<file path="config.mk">
export PLATFORM = sky130hd
export DESIGN_NAME = mem_port_arbiter
export DESIGN_NICKNAME = d
export VERILOG_FILES = /design/src/rtl/mem_arb_pkg.sv /design/src/rtl/mem_port_arbiter_rr_pick2.sv /design/src/rtl/mem_port_arbiter.sv
export SDC_FILE = /design/constraint.sdc
export NUM_CORES = 1
export LEC_CHECK = 0
export BUFFER_PORTS_ARGS = -buffer_cell sky130_fd_sc_hd__buf_2
export CAP_MARGIN = 0
export CORE_AREA = 5 5 187 189
export DETAILED_ROUTE_END_ITERATION = 8
export DIE_AREA = 0 0 192 194
export PLACE_DENSITY = 0.59
export SYNTH_ARGS = -nofsm -noshare
export SYNTH_HDL_FRONTEND = slang
export SYNTH_SLANG_ARGS = --single-unit
</file>
<file path="constraint.sdc">
create_clock -name clk -period 1.8 [get_ports clk]
set_input_delay 0 -clock clk [delete_from_list [all_inputs] [get_ports clk]]
set_output_delay 0 -clock clk [all_outputs]
set_load 0.01 [all_outputs]
</file>
<file path="src/rtl/mem_arb_pkg.sv">
// Shared types for the fetch/data memory port arbiter.
package mem_arb_pkg;

  typedef enum logic [1:0] {ARB_IDLE, ARB_BUSY, ARB_RESP} arb_state_t;
  typedef enum logic {OWN_IF, OWN_D} arb_owner_t;

endpackage

</file>
<file path="src/rtl/mem_port_arbiter_rr_pick2.sv">
// Two-way round-robin pick: a lone request wins, a tie goes to the side not served last.
// Purely combinational; never asserts both grants.
module rr_pick2 (
  input  logic req_a,
  input  logic req_b,
  input  logic last,
  output logic gnt_a,
  output logic gnt_b
);

  // last=1 means side b was served most recently
  assign gnt_a = req_a & (~req_b | last);
  assign gnt_b = req_b & (~req_a | ~last);

endmodule

</file>
<file path="src/rtl/mem_port_arbiter.sv">
// Shares one single-port memory between fetch and load/store, one access in flight.
// Grant is same-cycle from request; response pulses MEM_LAT+1 cycles after grant.
module mem_port_arbiter
  import mem_arb_pkg::*;
#(
  parameter int ADDR_W  = 64,
  parameter int DATA_W  = 64,
  parameter int MEM_LAT = 2
) (
  input  logic              clk,
  input  logic              reset,
  input  logic              if_req,
  input  logic [ADDR_W-1:0] if_addr,
  output logic              if_gnt,
  output logic              if_rvalid,
  output logic [31:0]       if_rdata,
  input  logic              d_req,
  input  logic              d_we,
  input  logic [ADDR_W-1:0] d_addr,
  input  logic [DATA_W-1:0] d_wdata,
  output logic              d_gnt,
  output logic              d_rvalid,
  output logic [DATA_W-1:0] d_rdata,
  output logic [ADDR_W-1:0] mem_addr,
  output logic [DATA_W-1:0] mem_wdata,
  output logic              mem_wr,
  input  logic [DATA_W-1:0] mem_rdata,
  output logic              busy
);

  localparam int CNT_W = $clog2(MEM_LAT + 1);

  if (MEM_LAT < 1) begin : g_bad_lat
    $error("mem_port_arbiter: MEM_LAT must be at least 1");
  end

  arb_state_t        state;
  arb_owner_t        owner_q;
  arb_owner_t        last_q;
  logic [CNT_W-1:0]  cnt;
  logic              we_q;
  logic              half_q;
  logic [ADDR_W-1:0] addr_q;
  logic [DATA_W-1:0] wdata_q;
  logic [31:0]       if_rdata_q;
  logic [DATA_W-1:0] d_rdata_q;
  logic              pick_if;
  logic              pick_d;
  logic              can_arb;
  logic              grant;
  logic              unused_addr_bits;

  assign unused_addr_bits = ^if_addr[1:0];

  rr_pick2 u_pick (
    .req_a (if_req),
    .req_b (d_req),
    .last  (last_q == OWN_D),
    .gnt_a (pick_if),
    .gnt_b (pick_d)
  );

  // Gated by reset so no grant leaks out while the block is held in reset
  assign can_arb = (state != ARB_BUSY) & reset;
  assign if_gnt  = can_arb & pick_if;
  assign d_gnt   = can_arb & pick_d;
  assign grant   = if_gnt | d_gnt;

  assign busy      = (state == ARB_BUSY);
  assign mem_addr  = addr_q;
  assign mem_wdata = wdata_q;
  assign mem_wr    = busy & we_q & (cnt == CNT_W'(MEM_LAT));
  assign if_rvalid = (state == ARB_RESP) & (owner_q == OWN_IF);
  assign d_rvalid  = (state == ARB_RESP) & (owner_q == OWN_D);
  assign if_rdata  = if_rdata_q;
  assign d_rdata   = d_rdata_q;

  always_ff @(posedge clk or negedge reset) begin
    if (!reset) begin
      state      <= ARB_IDLE;
      owner_q    <= OWN_IF;
      last_q     <= OWN_IF;
      cnt        <= '0;
      we_q       <= 1'b0;
      half_q     <= 1'b0;
      addr_q     <= '0;
      wdata_q    <= '0;
      if_rdata_q <= '0;
      d_rdata_q  <= '0;
    end else if (grant) begin
      state   <= ARB_BUSY;
      cnt     <= CNT_W'(MEM_LAT);
      owner_q <= d_gnt ? OWN_D : OWN_IF;
      last_q  <= d_gnt ? OWN_D : OWN_IF;
      we_q    <= d_gnt & d_we;
      half_q  <= if_addr[2];
      if (d_gnt) begin
        addr_q  <= d_addr;
        wdata_q <= d_wdata;
      end else begin
        addr_q <= {if_addr[ADDR_W-1:3], 3'b000};
      end
    end else if (state == ARB_BUSY) begin
      cnt <= cnt - CNT_W'(1);
      if (cnt == CNT_W'(1)) begin
        state <= ARB_RESP;
        if (owner_q == OWN_IF) begin
          if_rdata_q <= half_q ? mem_rdata[32 +: 32] : mem_rdata[0 +: 32];
        end else begin
          d_rdata_q <= we_q ? '0 : mem_rdata;
        end
      end
    end else begin
      state <= ARB_IDLE;
    end
  end

endmodule

</file>
==> impl_metrics.env <==
export IMPL_clk_latency_ps=540
export IMPL_final_cell_mix="buf_2 (486), dlygate4sd3_1 (257), dfrtp_1 (230), a31oi_1 (122)"
export IMPL_startpoint_type="register"
export IMPL_synth_seq_cells=231
export IMPL_yosysUniqueCellTypes=34
export IMPL_grt_pass1_vias=11550
export IMPL_core_sq_um=33110
export IMPL_syn_area_per_cell_sq_um=10.41
export IMPL_antenna_found_initial=2
export IMPL_power_leakage_nw=8.192
export IMPL_drc=0
export IMPL_dr_total_vias=11020
export IMPL_yosysWarnings=0
export IMPL_grt_usage_pct=20.89
export IMPL_syn_inst=1028
export IMPL_crit_fanout=21
export IMPL_holdPathStages=3
export IMPL_seq_area_frac_synth_pct=54.00
export IMPL_critical_path_top_delay_family="buffers and inverters"
export IMPL_crit_chain="nand2b_4 -> inv_8 -> nor3_4 -> buf_12 -> buf_6 -> buf_12 -> mux2_2"
export IMPL_firstDrtPassIters=5
export IMPL_post_route_cell_area_sq_um=17280
export IMPL_fin_skew_ps=8.268
export IMPL_timing_critical_path_mode_cell="buf_12"
export IMPL_dp_hpwl_um=26860
export IMPL_hp_start="d_req"
export IMPL_final_common_cell="buf_2"
export IMPL_cp_arrival_ps=2150
export IMPL_cp_data_required_time_ps=2220
export IMPL_num_rows=67
export IMPL_rr_endpoint="mem_wdata[22]$_DFFE_PN0P_"
export IMPL_yosysTopAreaCell="dfrtp_1"
export IMPL_fp_dieW_um=192
export IMPL_rsz0062_at_grt="yes"
export IMPL_drv_slew=0
export IMPL_min_period_ps=1732
export IMPL_syn_to_final_growth_pct=61.44
export IMPL_syn_num_nets=1291
export IMPL_worst_r2r_startpoint="state[0]$_DFFE_PN0P_"
export IMPL_preCtsSetupSlack_ps=57.24
export IMPL_end_kind="register"
export IMPL_synth_top_area_share_pct=54.00
export IMPL_cts_root_buf="clkbuf_16"
export IMPL_netlist_area_sq_um=10700
export IMPL_cts_made_buffers=27
export IMPL_wirelength_um=41180
export IMPL_power_density_nw_per_um2=1539
export IMPL_fin_crit_sh_pct=96.23
export IMPL_vdd_drop_max_mv=0.8089
export IMPL_dpl_instance_area_sq_um=13660
export IMPL_drive_gt1_share_pct=36.68
export IMPL_htree_levels=1
export IMPL_drt_iter0_drc=456
export IMPL_clockBufferDepth=3
export IMPL_fmax_mhz=577.3
export IMPL_critPathMaxStageDelay_ps=410
export IMPL_num_io_pins=491
export IMPL_grt_pass1_wl_um=63440
export IMPL_worst_pin_slew_ps=918.1
export IMPL_die_h_um=194
export IMPL_clk_pin_slew_worst_paths_ps=60
export IMPL_avgViaCountPerCell=5.005
export IMPL_ant_nets=0
export IMPL_setup_viol=0
export IMPL_path_class="register to register"
export IMPL_setup_ws_ps=67.87
export IMPL_final_setup_tns_ps=0
export IMPL_maxCapViolations=0
export IMPL_cp_num_buf_inv=4
export IMPL_grt_max_degree=153
export IMPL_place_gp_congestion=0.7863
export IMPL_slew_headroom_pct=38.79
export IMPL_die_area_sq_um=37250
export IMPL_portBuffers=488
export IMPL_min_delay_worst_endpoint="last_q$_DFFE_PN0P_"
export IMPL_cts_tree="done"
export IMPL_critPathSlowestCell="dfrtp_1"
export IMPL_fin_util_pct=52.19
export IMPL_clock_sinks=231
export IMPL_r2r_slack_ps=70
export IMPL_status="finished clean"
export IMPL_fin_nets=1995
export IMPL_r2r_cells=7
export IMPL_ys_top_cells_by_area="dfrtp_1 (54%), a31oi_1 (7.1%), mux2_2 (6.8%)"
export IMPL_hold_viol_final=0
export IMPL_overflow=0
export IMPL_routedWlPerCell_um=18.70
export IMPL_hold_class="input port to register"
export IMPL_start_util_pct=32.33
export IMPL_finalPower_mw=26.60
-- flip-flops by register name, indices dropped and copies added (netlist names) --
signal / flops
d_rdata: 64
mem_addr: 64
mem_wdata: 64
if_rdata: 32
cnt: 2
state: 2
half_q: 1
last_q: 1
we_q: 1
-- worst max-delay path by stage --
stage                               from  slack (ps)                         to  cells past startpoint
floorplan             last_q$_DFFE_PN0P_         150  mem_wdata[58]$_DFFE_PN0P_                      5
global placement    state[1]$_DFFE_PN0P_          90   mem_addr[10]$_DFFE_PN0P_                      5
detailed placement  state[1]$_DFFE_PN0P_          60   mem_addr[20]$_DFFE_PN0P_                      5
CTS                   last_q$_DFFE_PN0P_           1                      d_gnt                      5
global route        state[1]$_DFFE_PN0P_         -10                     mem_wr                      5
finish              state[0]$_DFFE_PN0P_          70  mem_wdata[22]$_DFFE_PN0P_                      7
-- Yosys cell counts (all sizes together) --
cell type  number
and3            2
nand2          65
o31ai          61
and4bb          1
nor3b           2
nand2b         65
nor3            1
a21oi          32
xnor2           1
and2            1
a32o            1
inv            66
mux2           65
clkbuf         63
o21ai          65
o211ai          1
or4            61
or2             1
nand3           2
dfrtp         231
nor2b           1
a22o            4
a31oi         122
nor2           34
a21bo           1
mux2i          32
nand4b          1
buf            44
ha              2
-- final cells by class --
class	instances	area, sq um
antenna	1	2.502
clock buffer	41	778.2
clock inverter	9	112.6
fill	2876	15830
inverter	66	255.2
multi-input combinational	624	4218
sequential	231	5782
tap	448	560.5
timing repair buffer	782	5572
-- logic make-up after synthesis --
| group | synth area share [%] |
|---|---|
| multiplexers | 9.831 |
| adder cells (fa/ha/maj) | 0.2337 |
| AO/OA/AOI/OAI | 16.53 |
| buffers and inverters | 6.873 |
| flip-flops | 54.00 |
| XOR/XNOR | 0.08184 |
| AND/OR/NAND/NOR | 12.45 |
-- worst reg2reg max path, stage by stage (launching register included) --
cell and delay [ps]:
dfrtp_1 410, nand2b_4 130, inv_8 70, nor3_4 200
buf_12 140, buf_6 120, buf_12 170, mux2_2 380
-- where the power goes --
| group | internal, mW | switching (mW) |
|---|---|---|
| combinational | 5.25 | 6.56 |
| sequential | 7.82 | 1.46 |
| clock | 3.28 | 2.22 |
| total | 16.4 | 10.2 |
-- routing by layer --
metal,up-vias,share of wire [%],GRT usage [%]
met5,-,0.017,0
met1,5227,40,26.05
met4,2,3.2,6.973
met2,569,48,35.10
li1,5120,-,-
met3,104,9.6,5.582
-- per-stage QoR --
step | hold slack [ps] | instances
final | 50.07 | 2202
after global routing | 27.76 | 2202
after CTS | 10.82 | 2199
after detailed placement | 82.26 | 1888
after global placement | 76.48 | 1888
after floorplan | -295.6 | 1028
-- what timing repair did --
item / CTS / global route
setup endpoints to repair: 4 / 40
hold buffers: 257 / 0
cloned: 1 / 1
endpoints found under the hold margin: 306 / 0
gates resized for setup: 11 / 6
buffers inserted: 3 / 1
pin swaps: 2 / 2
(Power assumes the default switching activity.)
